`src/rtl/xor_descrambler32_pkg.sv`:
```
// Shared types and constants for the 32-bit XOR descrambler.
package xor_descrambler32_pkg;

  // Packet-level control states.
  typedef enum logic [1:0] {
    StIdle   = 2'd0,
    StActive = 2'd1,
    StDrain  = 2'd2
  } state_e;

  // Galois feedback mask for x^32 + x^22 + x^2 + x + 1.
  localparam logic [31:0] DefaultPoly = 32'h80200003;

  // An all-zero LFSR would lock up, so a zero seed is replaced by this value.
  localparam logic [31:0] ZeroSeedSub = 32'h00000001;

  // LFSR value while in reset.
  localparam logic [31:0] LfsrResetVal = 32'h00000001;

  // Substitute the lock-up-free value for a zero seed.
  function automatic logic [31:0] fix_seed(input logic [31:0] s);
    return (s == 32'h0) ? ZeroSeedSub : s;
  endfunction

endpackage

```
`src/rtl/lfsr32_galois.sv`:
```
// 32-bit Galois LFSR keystream generator: seed load has priority over step.
module lfsr32_galois
  import xor_descrambler32_pkg::*;
#(
  parameter logic [31:0] POLY = DefaultPoly
) (
  input  logic        clk_i,
  input  logic        rst_ni,
  input  logic        load_i,
  input  logic [31:0] seed_i,
  input  logic        step_i,
  output logic [31:0] state_o
);

  logic [31:0] state_q, state_d;

  // Next state: load seed, advance one Galois step, or hold.
  always_comb begin
    state_d = state_q;
    if (load_i) begin
      state_d = seed_i;
    end else if (step_i) begin
      state_d = (state_q >> 1) ^ (state_q[0] ? POLY : 32'h0);
    end
  end

  // LFSR state register.
  always_ff @(posedge clk_i or negedge rst_ni) begin
    if (!rst_ni) begin
      state_q <= LfsrResetVal;
    end else begin
      state_q <= state_d;
    end
  end

  assign state_o = state_q;

endmodule

```
`src/rtl/xor_descrambler32.sv`:
```
// Streaming 32-bit XOR descrambler with a single output register and packet control.
module xor_descrambler32
  import xor_descrambler32_pkg::*;
#(
  parameter logic [31:0] POLY  = DefaultPoly,
  parameter int unsigned CNT_W = 16
) (
  input  logic             clk,
  input  logic             rst_n,
  input  logic             seed_load,
  input  logic [31:0]      seed,
  input  logic             in_valid,
  output logic             in_ready,
  input  logic [31:0]      in_data,
  input  logic             in_last,
  output logic             out_valid,
  input  logic             out_ready,
  output logic [31:0]      out_data,
  output logic             out_last,
  output logic [CNT_W-1:0] word_cnt,
  output logic             seed_err
);

  state_e             state_q, state_d;
  logic               out_valid_q, out_valid_d;
  logic [31:0]        out_data_q, out_data_d;
  logic               out_last_q, out_last_d;
  logic [CNT_W-1:0]   word_cnt_q, word_cnt_d;
  logic               seed_err_q, seed_err_d;

  logic               in_xfer;
  logic               out_xfer;
  logic               seed_accept;
  logic [31:0]        keystream;

  // Accept input only while ACTIVE and the output register is free or draining.
  assign in_ready    = (state_q == StActive) && (!out_valid_q || out_ready);
  assign in_xfer     = in_valid && in_ready;
  assign out_xfer    = out_valid_q && out_ready;
  assign seed_accept = seed_load && (state_q == StIdle);

  lfsr32_galois #(
    .POLY (POLY)
  ) u_lfsr (
    .clk_i   (clk),
    .rst_ni  (rst_n),
    .load_i  (seed_accept),
    .seed_i  (fix_seed(seed)),
    .step_i  (in_xfer),
    .state_o (keystream)
  );

  // Next-state for control FSM, output register, counter and error flag.
  always_comb begin
    state_d     = state_q;
    out_valid_d = out_valid_q;
    out_data_d  = out_data_q;
    out_last_d  = out_last_q;
    word_cnt_d  = word_cnt_q;
    seed_err_d  = seed_err_q;

    unique case (state_q)
      StIdle: begin
        if (seed_load) begin
          state_d    = StActive;
          word_cnt_d = '0;
        end
      end
      StActive: begin
        if (in_xfer && in_last) begin
          state_d = StDrain;
        end
      end
      StDrain: begin
        if (out_xfer && out_last_q) begin
          state_d = StIdle;
        end
      end
      default: state_d = StIdle;
    endcase

    // A seed outside IDLE is dropped but remembered until reset.
    if (seed_load && (state_q != StIdle)) begin
      seed_err_d = 1'b1;
    end

    if (out_xfer) begin
      out_valid_d = 1'b0;
    end

    // A simultaneous input transfer refills the register, giving full throughput.
    if (in_xfer) begin
      out_valid_d = 1'b1;
      out_data_d  = in_data ^ keystream;
      out_last_d  = in_last;
      if (word_cnt_q != {CNT_W{1'b1}}) begin
        word_cnt_d = word_cnt_q + 1'b1;
      end
    end
  end

  // State and output registers.
  always_ff @(posedge clk or negedge rst_n) begin
    if (!rst_n) begin
      state_q     <= StIdle;
      out_valid_q <= 1'b0;
      out_data_q  <= 32'h0;
      out_last_q  <= 1'b0;
      word_cnt_q  <= '0;
      seed_err_q  <= 1'b0;
    end else begin
      state_q     <= state_d;
      out_valid_q <= out_valid_d;
      out_data_q  <= out_data_d;
      out_last_q  <= out_last_d;
      word_cnt_q  <= word_cnt_d;
      seed_err_q  <= seed_err_d;
    end
  end

  assign out_valid = out_valid_q;
  assign out_data  = out_data_q;
  assign out_last  = out_last_q;
  assign word_cnt  = word_cnt_q;
  assign seed_err  = seed_err_q;

endmodule

```
`config.mk`:
```
export PLATFORM = sky130hd
export DESIGN_NAME = xor_descrambler32
export DESIGN_NICKNAME = d
export VERILOG_FILES = /design/src/rtl/xor_descrambler32_pkg.sv /design/src/rtl/lfsr32_galois.sv /design/src/rtl/xor_descrambler32.sv
export SDC_FILE = /design/constraint.sdc
export NUM_CORES = 1
export LEC_CHECK = 0
export BUFFER_PORTS_ARGS = -buffer_cell sky130_fd_sc_hd__buf_4
export CAP_MARGIN = 25
export CORE_MARGIN = 5
export CORE_UTILIZATION = 32
export CTS_CLUSTER_SIZE = 28
export DETAILED_ROUTE_END_ITERATION = 16
export PLACE_DENSITY_LB_ADDON = 0.05
export SLEW_MARGIN = 20
export SYNTH_ARGS = -nofsm -noshare
export SYNTH_HDL_FRONTEND = slang
export SYNTH_SLANG_ARGS = --single-unit
```
`constraint.sdc`:
```
create_clock -name clk -period 2.9 [get_ports clk]
set_clock_uncertainty 0.1 [all_clocks]
set_input_delay 0.435 -clock clk [delete_from_list [all_inputs] [get_ports clk]]
set_output_delay 0.435 -clock clk [all_outputs]
set_load 0.02 [all_outputs]
```
# Word level (Yosys, flattened, before mapping)
# Index checks and enable logic that the tools add are counted.
# totals
ramBits	0
latchBits	0
memories	0
word_cells	45
output_inout_bits	52
input_bits	70
romBits	0
register_bits	85
# op_classes
reduce_logical	15
n_bitwise	2
n_shift	0
order_cmp	0
n_mux	14
n_mul	0
addsub	1
n_div	0
n_eq_ne	6
# op_table
operator	n
$mux W32	4
$mux W16	4
$logic_not A32 Y1	1
$xor A31 B32 Y32	1
$xor A32 B32 Y32	1
$add A16 B1 Y16 const B	1
$ne A16 B16 Y1 const B	1
$logic_and A1 B1 Y1	7
$mux W2	3
$pmux W2 S3	1
$reduce_bool A2 Y1	3
$ne A2 B2 Y1 const B	2
$reduce_and A3 Y1	1
$eq A2 B1 Y1 const B	1
$eq A2 B2 Y1 const B	1
$logic_not A2 Y1	1
$mux W1	2
$ne A2 B1 Y1 const B	1
$logic_not A1 Y1	1
$logic_or A1 B1 Y1	1

# Longest topological paths before layout
# logic_depth
ltp_word	7
mapped_depth	7

# Hierarchy
# A second synthesis with hierarchy kept.
# unflattened
hier_cells	443
hier_area_um2	4314.1
# by_module_without_submodules
mod	area_each_um2	instances	cells_per_inst	seq_area_each_um2
xor_descrambler32	2783.9	1	300	1326.3
lfsr32_galois	1530.2	1	143	802.0

# Worst setup path before layout
# No wires, ideal clock.
# synth_path
path_kind	reg-to-reg
from	register word_cnt_q[0] (netlist: word_cnt[0])
to	register word_cnt_q[15] (netlist: word_cnt[15])
path_slack_ps	774
path_stages_with_launch	7
required_time_ps	2676
t_arrival_ps	1902
period_less_slack_ps	2126
cell_sequence	dfrtp_1 -> ha_1 -> nand3_1 -> or4_1 -> buf_2 -> and4_4 -> a211o_1
# synth_via
elab_chain_len	3
elab_cells_between_ends	4
# synth_lines
item	line_no	text
start, declared	xor_descrambler32.sv:28	logic [CNT_W-1:0] word_cnt_q, word_cnt_d;
start signal, assigned	xor_descrambler32.sv:116	word_cnt_q <= word_cnt_d;
$add A16 B1 Y16 or $ne A16 B16 Y1 (tied branches)	xor_descrambler32.sv:97, xor_descrambler32.sv:96	
$mux W16 *	xor_descrambler32.sv:96	if (word_cnt_q != {CNT_W{1'b1}}) begin
$mux W16 *	xor_descrambler32.sv:92	if (in_xfer) begin
net word_cnt_d[15]	xor_descrambler32.sv:28	
# Mark *: on every way through the listed nets, which the timed path passes. The rest lies on a longest branch.
# A chain may end at the register's enable or synchronous reset.

# Final worst setup path
# layout_path
from	register word_cnt_q[0] (netlist: word_cnt[0])
to	register word_cnt_q[0] (netlist: word_cnt[0])
# layout_via
elab_chain_len	4
elab_cells_between_ends	6
# layout_lines
item	line_no
parallel branches: the longest is 3 deep, another holds $add A16 B1 Y16	n/a
$mux W16 *	xor_descrambler32.sv:92
net word_cnt_d[0]	xor_descrambler32.sv:28
# Mark *: on every way through the listed nets, which the timed path passes.

==> flow_summary.ini <==
[status]
status = finished, violations left
violations = negative hold slack

[power]
sw_frac_of_total_pct = 38.6
clockPowerShare_pct = 22.2
leakage_nw = 2.42
cellPowerDensity_nw_per_um2 = 1010
internal-power_w = 0.00338
vdd_drop_max_mv = 0.381
pwr-share-seq_pct = 38.0
p_comb_share_pct = 39.8
p_switching_w = 0.00213

[finish]
antenna_cells = 0
drive_gt1_share_pct = 29.3
area_delta_synth_final_pct = 36.0
final_cell_mix = buf_4 (126), dfrtp_1 (84), nor2_1 (63)
fin_nets = 602
design_area_um2 = 5450
final_common_cell = buf_4

[routing]
drc = 0
dr.pass1.iters = 5
ant_nets = 0
vias = 3430
viasPerCell = 4.87
avgRoutedWirePerCell_um = 15.8
drt_wl_total_um = 11100
drt_iter0_markers = 168

[global_routing]
grt.overflow.total = 0
antenna_found_initial = 0
grt_pass1_wl_um = 18100
grt_pass1_vias = 3400
grt.total_usage_pct = 15.6
met2_usage_pct = 23.5
gr-max-usage-layer = met2
met3_usage_pct = 4.09
grt_max_degree = 82
globalRouteMet1Util_pct = 21.5

[yosys]
synth_flop_cell = dfrtp_1
post_synth.cell_area_avg_um2 = 9.68
ys_seq_area_share_pct = 53.1
netlist_area_um2 = 4010
synthCells = 414
ys_types = 44
synth_fp_nets = 485
async_flop_share_pct = 100
yosysWarnings = 0
synth.ff_latch_count = 85
synth_edf_count = 0

[critical_path]
critPathSlowestCell = or4_1
end_kind = register
critPathLaunchType = register
worstPathRequired_ps = 3080
critPathMaxStageDelay_ps = 600
crit_type = reg -> reg
worstPathCellList = ha_1 -> nand3_1 -> or4_1 -> a21oi_4 -> mux2_2
path_max_fanout = 10
arrival_ps = 2470

[placed_design]
dp_hpwl_um = 8160
io_buffers = 121
place_congestion = 0.809
dpl_cell_area_um2 = 5130
post-place-ws_ps = 621

[sta]
setup_tns_ps = 0
slew_headroom_pct = 60.1
layout_min_cycle_time_ps = 2290
setup_viol_count_final = 0
fmax_ghz = 0.437
min_period_over_period_pct = 79.0
hold_slack_ps = -3.17
tightest_slew_ps = 599
grt_setup_unrepaired = false
worst_slack_ps = 609
slew_violations = 0
hold_viol_final = 2

[clocking]
clockBufferDepth = 2
clk_pin_slew_ps = 70
htree_levels = 3
clock-root-buffer = clkbuf_16
postCtsHoldBufs = 0
insertion_delay_ps = 340
cts_resized = 0
cts_tree = yes
post_cts_buffers = 0
numCtsBuffers = 9
clock_sinks = 85

[floorplanning]
row_count = 40
die_y_um = 122
die_x_um = 122
start_util_pct = 33.0
boundaryPins = 122
die-area_um2 = 14900
core_area_um2 = 12200

[run]
maxCapViolCount = 0

[min_path]
hp-class = in -> async
-- critical path, delay by kind of cell (launching register included) --
kind | cells | cell delay [ps]
AND/OR/NAND/NOR | 2 | 770
multiplexers | 1 | 220
flip-flops | 1 | 440
adder cells (fa/ha/maj) | 1 | 320
AO/OA/AOI/OAI | 1 | 380
-- power groups by stage --
stage,clock network [W],logic [W],registers [W]
6_report,0.00122,0.00219,0.00210
5_1_grt,0.00131,0.00246,0.00218
4_1_cts,0.00126,0.00223,0.00211
3_5_place_dp,0,0.00223,0.00212
3_3_place_gp,0,0.00221,0.00210
2_1_floorplan,0,0.00114,0.00231
-- final cells by class --
type / instances / area (µm²)
fill: 1237 / 6710
sequential: 85 / 2130
multi-input combinational: 303 / 1790
timing repair buffer: 128 / 986
clock buffer: 12 / 267
tap: 168 / 210
clock inverter: 4 / 53.8
inverter: 4 / 15.0
-- per-layer routing --
layer | wire [µm] | part of all wire, %
met1 | 5150 | 46
met4 | 207 | 1.9
met5 | 0 | 0
met3 | 760 | 6.8
met2 | 5030 | 45
-- worst paths after layout --
check                             start                  to  slack, ps  cells after the start
min                               rst_n        out_data[25]         -3                      1
min in group clk               seed[21]  u_lfsr.state_o[21]        230                      3
max in group asynchronous         rst_n         out_data[6]       2040                      2
max                         word_cnt[0]         word_cnt[0]        610                      5
max reg2reg                 word_cnt[0]         word_cnt[0]        610                      5
min reg2reg                out_data[31]        out_data[31]        380                      2
-- synthesized netlist by cell type, types with 6 or more instances --
cell type	instances	area [µm²]
o22ai_1	31	194
clkbuf_1	11	41.3
nor4_1	14	87.6
nand4_1	6	37.5
o21ai_0	28	140
o21ai_1	11	55.1
nand2_1	49	184
nand3_1	10	50.1
nor3_1	7	35.0
dfrtp_1	84	2100
xnor2_1	34	298
a221o_1	8	80.1
buf_1	7	26.3
nor2_1	63	236
-- sequential cells by signal (all words and copies together), names as in the netlist --
| signal | count |
|---|---|
| out_data | 32 |
| out_last | 1 |
| u_lfsr.state_o | 32 |
| word_cnt | 16 |
| state_q | 2 |
| out_valid | 1 |
| seed_err | 1 |
-- kinds of logic (layout without fill, tap and decap cells) --
family	Yosys count	after routing	share of synthesized area, %
AOI/OAI and AO/OA	90	90	14.2
buffers and inverters	26	148	2.56
DFF	85	85	53.1
muxes	4	4	1.06
and+or+nand+nor	171	171	20.6
xor gates and xnor gates	37	37	8.09
adders and majority gates	1	1	0.312
-- metrics by stage --
stage / instances / power [W] / hold slack [ps] / util [%]
5_1_grt: 704 / 0.00596 / 51.4 / 44.8
3_3_place_gp: 688 / 0.00431 / 363 / 42.2
4_1_cts: 704 / 0.00560 / 20.3 / 44.8
6_report: 704 / 0.00551 / -3.17 / 44.8
3_5_place_dp: 688 / 0.00435 / 373 / 42.2
2_1_floorplan: 414 / 0.00345 / 39.4 / -
(Power assumes the default switching activity.)
